File: config.mk
export PLATFORM = sky130hd
export DESIGN_NAME = ddc_readout_ctrl
export DESIGN_NICKNAME = d
export VERILOG_FILES = /design/src/rtl/ddc_readout_pkg.sv /design/src/rtl/ddc_evt_fifo.sv /design/src/rtl/ddc_readout_ctrl.sv
export SDC_FILE = /design/constraint.sdc
export NUM_CORES = 2
export LEC_CHECK = 0
export CORE_MARGIN = 5
export CORE_UTILIZATION = 40
export CTS_BUF_LIST = sky130_fd_sc_hd__clkbuf_4
export DETAILED_ROUTE_END_ITERATION = 16
export SLEW_MARGIN = 20
export SYNTH_ARGS = -nofsm -noshare
export SYNTH_HDL_FRONTEND = slang
export SYNTH_SLANG_ARGS = --single-unit
File: constraint.sdc
create_clock -name clk_clk -period 18.42 [get_ports clk_clk]
set_input_delay 3.684 -clock clk_clk [delete_from_list [all_inputs] [get_ports clk_clk]]
set_output_delay 3.684 -clock clk_clk [all_outputs]
set_load 0.02 [all_outputs]
File: src/rtl/ddc_readout_pkg.sv
// Shared types and constants for the DDC event readout path.
package ddc_readout_pkg;

  localparam int DDC_DEPTH  = 16;
  localparam int DDC_PEAK_W = 32;
  localparam int DDC_TAIL_W = 32;
  localparam int DDC_TIME_W = 24;
  localparam int DDC_OVF_W  = 8;

  // Bit positions inside ddc_time_out = {valid, seq, time}
  localparam int VALID_BIT = DDC_TIME_W + 1;
  localparam int SEQ_BIT   = DDC_TIME_W;

  typedef enum logic [1:0] {
    ST_EMPTY   = 2'd0,
    ST_FETCH   = 2'd1,
    ST_PRESENT = 2'd2
  } state_t;

endpackage

File: src/rtl/ddc_evt_fifo.sv
// Synchronous 1R1W event FIFO with registered read data and an explicit occupancy counter.
module ddc_evt_fifo #(
  parameter int DEPTH = 16,
  parameter int W     = 88
) (
  input  logic                       clk,
  input  logic                       rst_n,
  input  logic                       push,
  input  logic                       pop,
  input  logic [W-1:0]               wr_data,
  output logic [W-1:0]               rd_data,
  output logic [$clog2(DEPTH):0]     level
);

  localparam int AW = $clog2(DEPTH);
  localparam int LW = AW + 1;

  logic [W-1:0]  mem_r [DEPTH];
  logic [AW-1:0] wr_ptr_r;
  logic [AW-1:0] rd_ptr_r;
  logic [LW-1:0] level_r;
  logic [W-1:0]  rd_data_r;

  // Storage array; contents are don't-care until written, so it carries no reset
  always_ff @(posedge clk) begin
    if (push) begin
      mem_r[wr_ptr_r] <= wr_data;
    end
  end

  // Pointers, occupancy and read register; a full FIFO may push and pop in the same cycle
  always_ff @(posedge clk) begin
    if (!rst_n) begin
      wr_ptr_r  <= {AW{1'b0}};
      rd_ptr_r  <= {AW{1'b0}};
      level_r   <= {LW{1'b0}};
      rd_data_r <= {W{1'b0}};
    end else begin
      if (push) begin
        wr_ptr_r <= wr_ptr_r + AW'(1);
      end
      if (pop) begin
        rd_data_r <= mem_r[rd_ptr_r];
        rd_ptr_r  <= rd_ptr_r + AW'(1);
      end
      case ({push, pop})
        2'b10:   level_r <= level_r + LW'(1);
        2'b01:   level_r <= level_r - LW'(1);
        default: level_r <= level_r;
      endcase
    end
  end

  assign rd_data = rd_data_r;
  assign level   = level_r;

endmodule

File: src/rtl/ddc_readout_ctrl.sv
// Queues DDC pulse events and presents them one at a time to the HPS over PIO,
// advancing on each toggle of hps_read_bit.
module ddc_readout_ctrl
  import ddc_readout_pkg::*;
#(
  parameter int DEPTH  = DDC_DEPTH,
  parameter int PEAK_W = DDC_PEAK_W,
  parameter int TAIL_W = DDC_TAIL_W,
  parameter int TIME_W = DDC_TIME_W,
  parameter int OVF_W  = DDC_OVF_W
) (
  input  logic                     clk_clk,
  input  logic                     reset_reset_n,
  input  logic                     capture_en,
  input  logic                     evt_valid,
  input  logic [PEAK_W-1:0]        evt_peak,
  input  logic [TAIL_W-1:0]        evt_tail,
  input  logic [TIME_W-1:0]        evt_time,
  input  logic                     hps_read_bit,
  output logic [PEAK_W-1:0]        ddc_peak_out,
  output logic [TAIL_W-1:0]        ddc_tail_out,
  output logic [TIME_W+1:0]        ddc_time_out,
  output logic [$clog2(DEPTH):0]   fifo_level,
  output logic [OVF_W-1:0]         ovf_count
);

  localparam int LW    = $clog2(DEPTH) + 1;
  localparam int EVT_W = PEAK_W + TAIL_W + TIME_W;

  function automatic logic [OVF_W-1:0] sat_inc(input logic [OVF_W-1:0] v);
    return (v == {OVF_W{1'b1}}) ? v : v + OVF_W'(1);
  endfunction

  state_t           state_r;
  state_t           next_state_s;
  logic             ack_ref_r;
  logic             valid_r;
  logic             seq_cnt_r;
  logic             seq_out_r;
  logic [OVF_W-1:0] ovf_r;

  logic             ack_s;
  logic             want_s;
  logic             full_s;
  logic             pop_s;
  logic             push_s;
  logic             drop_s;
  logic [LW-1:0]    level_s;
  logic [LW-1:0]    level_next_s;
  logic [EVT_W-1:0] head_s;

  assign ack_s  = hps_read_bit ^ ack_ref_r;
  assign want_s = evt_valid & capture_en;
  assign full_s = (level_s == LW'(DEPTH));
  assign pop_s  = (state_r == ST_FETCH);
  // A pop in the same cycle frees the slot, so a push into a full FIFO is still taken
  assign push_s = want_s & (~full_s | pop_s);
  assign drop_s = want_s & full_s & ~pop_s;
  assign level_next_s = level_s + LW'(push_s) - LW'(pop_s);

  ddc_evt_fifo #(
    .DEPTH (DEPTH),
    .W     (EVT_W)
  ) u_fifo (
    .clk     (clk_clk),
    .rst_n   (reset_reset_n),
    .push    (push_s),
    .pop     (pop_s),
    .wr_data ({evt_peak, evt_tail, evt_time}),
    .rd_data (head_s),
    .level   (level_s)
  );

  // Next-state decode for the presentation FSM
  always_comb begin
    next_state_s = state_r;
    case (state_r)
      ST_EMPTY: begin
        if (level_s != {LW{1'b0}}) begin
          next_state_s = ST_FETCH;
        end else begin
          next_state_s = ST_EMPTY;
        end
      end
      ST_FETCH: begin
        next_state_s = ST_PRESENT;
      end
      ST_PRESENT: begin
        if (!ack_s) begin
          next_state_s = ST_PRESENT;
        end else if (level_next_s != {LW{1'b0}}) begin
          next_state_s = ST_FETCH;
        end else begin
          next_state_s = ST_EMPTY;
        end
      end
      default: begin
        next_state_s = ST_EMPTY;
      end
    endcase
  end

  // State, ack reference, valid/seq presentation and overflow counter
  always_ff @(posedge clk_clk) begin
    if (!reset_reset_n) begin
      state_r   <= ST_EMPTY;
      ack_ref_r <= hps_read_bit;
      valid_r   <= 1'b0;
      seq_cnt_r <= 1'b0;
      seq_out_r <= 1'b0;
      ovf_r     <= {OVF_W{1'b0}};
    end else begin
      state_r   <= next_state_s;
      ack_ref_r <= hps_read_bit;
      valid_r   <= (next_state_s == ST_PRESENT);
      if (pop_s) begin
        seq_out_r <= seq_cnt_r;
        seq_cnt_r <= ~seq_cnt_r;
      end
      if (drop_s) begin
        ovf_r <= sat_inc(ovf_r);
      end
    end
  end

  // Field registers live in the FIFO read port and only change on the pop edge
  assign ddc_peak_out = head_s[EVT_W-1 -: PEAK_W];
  assign ddc_tail_out = head_s[TAIL_W+TIME_W-1 -: TAIL_W];
  assign ddc_time_out = {valid_r, seq_out_r, head_s[TIME_W-1:0]};
  assign fifo_level   = level_s;
  assign ovf_count    = ovf_r;

endmodule

Yosys cells after proc, flatten, opt, wreduce, memory -nomap -nowiden
Memory sizes are Yosys's and may differ from the RTL's. A register that Yosys moved wholly into a read port is not among the register bits.
Index checks and enable logic that the tools add are counted.
{"block": "op_classes", "n_bitwise": 10, "muxes": 7, "n_reduce_logical": 6, "n_addsub": 7, "eq_ne": 7}
{"op": "one-hot mux 5 bit (2 select lines)", "n": 1}
{"op": "nonzero test 5 bit", "n": 2}
{"op": "adder 4 x 1 -> 4 bit (second input constant)", "n": 2}
{"op": "adder 8 x 1 -> 8 bit (second input constant)", "n": 1}
{"op": "equality test 8 bit (second input constant)", "n": 1}
{"op": "equality test 2 bit (second input constant)", "n": 3}
{"op": "one-hot mux 2 bit (3 select lines)", "n": 1}
{"op": "adder 5 x 1 -> 5 bit", "n": 1}
{"op": "adder 5 x 1 -> 5 bit (second input constant)", "n": 1}
{"op": "equality test 5 bit (second input constant)", "n": 1}
{"op": "subtractor 5 x 1 -> 5 bit", "n": 1}
{"op": "subtractor 5 x 1 -> 5 bit (second input constant)", "n": 1}
{"op": "bitwise AND 1 bit", "n": 4}
{"op": "equality test 2 x 1 -> 1 bit (second input constant)", "n": 2}
{"op": "two-way mux 1 bit", "n": 4}
{"op": "NOT 1 bit", "n": 4}
{"op": "zero test 2 bit", "n": 1}
{"op": "two-way mux 2 bit", "n": 1}
{"op": "AND reduction 2 bit", "n": 1}
{"op": "nonzero test 2 bit", "n": 1}
{"op": "zero test 1 bit", "n": 1}
{"op": "OR 1 bit", "n": 1}
{"op": "XOR 1 bit", "n": 1}
{"block": "totals", "mem_bits_rw": 1408, "mem_count": 1, "regBits": 27, "word_cells": 47, "in_bits": 93, "output_inout_bits": 103}
{"name": "u_fifo.mem_r", "depth": 16, "width": 88, "rd": 1, "rd_ports_with_merged_regs": 1, "write_ports": 1, "line_no": "ddc_evt_fifo.sv:18", "source": "logic [W-1:0] mem_r [DEPTH];"}

Longest topological paths before layout
{"block": "logic_depth", "ltp_word": 11, "depth_mapped": 13, "mapped_depth_nobuf": 13}

Cells and area by module
From an unflattened synthesis, not the netlist that was laid out.
{"block": "unflattened", "hier_cells": 3336, "hier_area_um2": 58621.2}
{"module": "ddc_evt_fifo", "area_per_inst_um2": 57762.9, "seq_area_each_um2": 44302.5, "n_inst": 1, "cells_per_inst": 3244}
{"module": "ddc_readout_ctrl", "area_per_inst_um2": 858.3, "seq_area_each_um2": 280.3, "n_inst": 1, "cells_per_inst": 92}

Least setup slack after synthesis
Ideal clock, no wire load.
{"block": "synth_path", "path_type": "in2reg", "from": "input port evt_valid", "to": "memory u_fifo.mem_r[3][0] (enable)", "t_arrival_ns": 10.261, "stages": 4, "required_ns": 17.777, "setup_ns": 0.643, "path_slack_ns": 7.516, "path_buffers": 0, "path_cell_list": "nand2_1 -> a31oi_2 -> nand2_1 -> nor3_1"}
{"block": "synth_between", "elab_chain_len": 4}
{"element": "from (decl)", "line_no": "ddc_readout_ctrl.sv:15", "source": "input logic evt_valid,"}
{"element": "bitwise AND 1 bit", "line_no": "ddc_readout_ctrl.sv:53", "source": "assign want_s = evt_valid & capture_en;"}
{"element": "bitwise AND 1 bit", "line_no": "ddc_readout_ctrl.sv:57", "source": "assign push_s = want_s & (~full_s | pop_s);"}
{"element": "net push_s", "line_no": "ddc_readout_ctrl.sv:46", "source": "logic push_s;"}
{"element": "two-way mux 1 bit", "line_no": "ddc_evt_fifo.sv:26", "source": "if (push) begin"}
{"element": "two-way mux 1 bit (not written as such)", "line_no": "ddc_evt_fifo.sv:27", "source": "mem_r[wr_ptr_r] <= wr_data;"}
{"element": "to (decl)", "line_no": "ddc_evt_fifo.sv:18"}
The timed path passes the listed nets, and every way through them passes these cells.

Worst setup path in the final report
{"block": "layout_path", "from": "input port evt_valid", "to": "memory u_fifo.mem_r[9][7] (enable)"}
Same word-level chain as after synthesis.

==> results.md <==
* Vias per std cell at 5.33
* Final #Nets at 3158
* Avg WL per Cell at 25.1 µm
* Yosys warns at 0
* Switching share of power at 23.4%
* CTS clk-pin slew, worst paths at 0.07 ns
* WS Path Type: in -> reg
* Met3 Use GR at 5.46%
* Cell Pwr Density at 113 nW/µm²
* GR Layer Usage met1 at 22.2%
* Critical Path Start Type: primary input
* Max-Cap Viols at 0
* Comb pwr share at 8.9%
* Total congestion overflow at 0
* Hpwl dp at 69.3 mm
* Required time worst endpoint at 19.24 ns
* Share of post-route cells with drive strength above 1 at 31.9%
* Switching Power at 1.76 mW
* Residual DRC count at 0
* I/O pin count at 196
* Clock network power share at 38.6%
* Initial antenna violation count at 26
* Setup TNS at 0 ns
* CP bufs+invs at 3
* Mapped Area at 56800 µm²
* Hold WC Path Type: reg -> reg
* DRT iter0 DRCs at 2148
* Area grow syn2layout at 16.6%
* Worst path max stage delay at 0.80 ns
* Sequential share of power at 52.5%
* # H-tree levels at 5
* CTS Hold Bufs at 0
* Final hold violation count at 0
* Clock Path Buffers at 4
* Peak VDD IR at 0.0489 mV
* Pre-CTS WS at 10.64 ns
* Crit share post-route at 35.4%
* # port buffers at 195
* Core Region at 141000 µm²
* Most frequent cells in the layout: edfxtp_1 (1408), clkbuf_4 (614), mux4_2 (351), clkdlybuf4s50_1 (195), dfxtp_1 (112)
* Skew final at 0.108 ns
* CTS Sinks at 1523
* Largest net degree at the start of global routing at 103
* RSZ-0062 raised after global routing: false
* Worst-path fanout max at 43
* Ys async rst share at 0%
* Post-synth cell types at 49
* First-pass GRT wire length at 196 mm
* GRT Total Usage at 17.6%
* Worst Tran Pin Value at 1.12 ns
* Non-Filler Instances at 5265
* Pint at 5.76 mW
* Die area at 150000 µm²
* Post_cts resized at 0
* Seq cells post-synth at 1523
* # fillers at 11800
* Final setup viols at 0
* Final Max Tran Viols at 0
* Routed wire length at 132 mm
* Worst-Skew Late Latency at 1.29 ns
* Slowest CP cell: buf_4
* Clk root buf: clkbuf_4
* Post-Syn Nets at 2645
* Cells along the critical path: clkdlybuf4s50_1 > nand2_1 > a31oi_2 > nand2_1 > nor2_4 > buf_4 > buf_4
* Die X-Extent at 387 µm
* Final min period at 6.53 ns
* Fmax at 153 MHz
* Post-CTS Setup Bufs at 0
* M2 GR Usage at 29.5%
* Sequential area share after synthesis at 78.4%
* Total CTS buffers at 398
* Setup ws final at 11.89 ns
* Routed vias at 28100
* Gpl congestion at 0.752
* Initial Utilization at 40.2%
* Critical path capture point type: register
* Most Used Layer, Global Route: met2
* Delay-heaviest family, CP: buffers and inverters
* Cells after Synth at 2534
* Post-synth EDFFs at 1408
* Predominant post-synthesis flop cell: edfxtp_1
* Die Ht at 387 µm
* Syn Area/Cell at 22.4 µm²
* Site row count at 138
* Antenna-violating nets left at 0
* Vias in the first global route at 30400
* Detailed Routing Iterations Pass 1 at 5
* Status: complete, no violations
* TritonCTS clock tree: yes
* WP data arrival at 7.35 ns
* Slew HR at 25.1%
* Post-Place Cells at 4535
* Commonest non-fill, non-tap cell in the layout: edfxtp_1
* Leakage at 21.1 nW
power groups by stage:
stage | combinational [mW] | sequential (mW) | clock (mW)
after global routing | 0.728 | 3.95 | 3.20
after global placement | 0.675 | 4.02 | 0
after floorplan | 0.349 | 4.05 | 0
after CTS | 0.688 | 3.95 | 3.00
after detailed placement | 0.685 | 4.02 | 0
final | 0.672 | 3.95 | 2.90
stage by stage:
stage	total power [mW]	util, %	cell area (µm²)	hold WS (ns)
floorplan	4.40	-	56800	0.437
global placement	4.70	43.2	61000	0.454
detailed placement	4.71	43.2	61000	0.458
CTS	7.64	46.8	66200	0.467
global route	7.88	46.9	66300	0.507
finish	7.52	46.9	66300	0.465
state kept, by name, summed over array words and instances (netlist names):
register and flops:
seq_cnt_r 1, u_fifo.wr_ptr_r 4, ovf_count 8, u_fifo.rd_data 88
valid_r 1, u_fifo.mem_r 1408, u_fifo.level 5, u_fifo.rd_ptr_r 4
ack_ref_r 1, state_r 2, seq_out_r 1
Yosys cell counts (3+ instances only):
library cell | n | area share, %
edfxtp_1 | 1408 | 74
mux2i_1 | 91 | 1.6
xor2_1 | 7 | 0.11
buf_4 | 31 | 0.41
xnor2_1 | 11 | 0.17
clkbuf_1 | 42 | 0.28
ha_1 | 16 | 0.35
a22oi_1 | 86 | 1.1
o211ai_1 | 87 | 1.1
nand4_1 | 3 | 0.033
o21ai_0 | 5 | 0.044
buf_1 | 12 | 0.079
nand2_1 | 103 | 0.68
nor3_1 | 7 | 0.062
nor2_1 | 36 | 0.24
or3_1 | 4 | 0.044
inv_1 | 12 | 0.079
a21oi_1 | 15 | 0.13
dfxtp_1 | 115 | 4.0
nand2b_1 | 4 | 0.044
buf_2 | 47 | 0.41
mux4_2 | 351 | 14
nand3_1 | 8 | 0.070
cells by family after synthesis:
kind of cell | synth area share, %
DFF | 78.4
muxes | 15.5
AOI/OAI and AO/OA | 2.60
and+or+nand+nor | 1.42
buffers and inverters | 1.32
xor gates and xnor gates | 0.277
adders and majority gates | 0.423
layout make-up:
type	instances	area (µm²)	share of cell area (%)
clock buffer	614	4610	6.96
timing repair buffer	247	2420	3.66
sequential	1523	44600	67.3
multi-input combinational	862	11600	17.6
tap	1890	2360	3.57
antenna	14	35.0	0.0529
inverter	15	66.3	0.100
clock inverter	100	531	0.801
tightest hold or removal path: cells and delay by family, from the launching register on:
family	cells	cell delay, ns
AOI/OAI and AO/OA	1	0.06
DFF	1	0.31
and+or+nand+nor	1	0.05
final timing paths:
path                            cells past startpoint            start  slack [ns]                  to
worst min-delay path                                2        seq_out_r        0.47           seq_out_r
worst max register to register                      8  u_fifo.level[2]       14.01  u_fifo.mem_r[9][7]
worst max-delay path                                7        evt_valid       11.89  u_fifo.mem_r[9][7]
worst min register to register                      2        seq_out_r        0.47           seq_out_r
per-layer routing:
| layer | up-vias | part of all wire, % |
|---|---|---|
| li1 | 12000 | - |
| met1 | 14800 | 40 |
| met2 | 974 | 50 |
| met3 | 225 | 7.3 |
| met4 | 20 | 1.9 |
| met5 | - | 0.10 |
(Power assumes the default switching activity.)
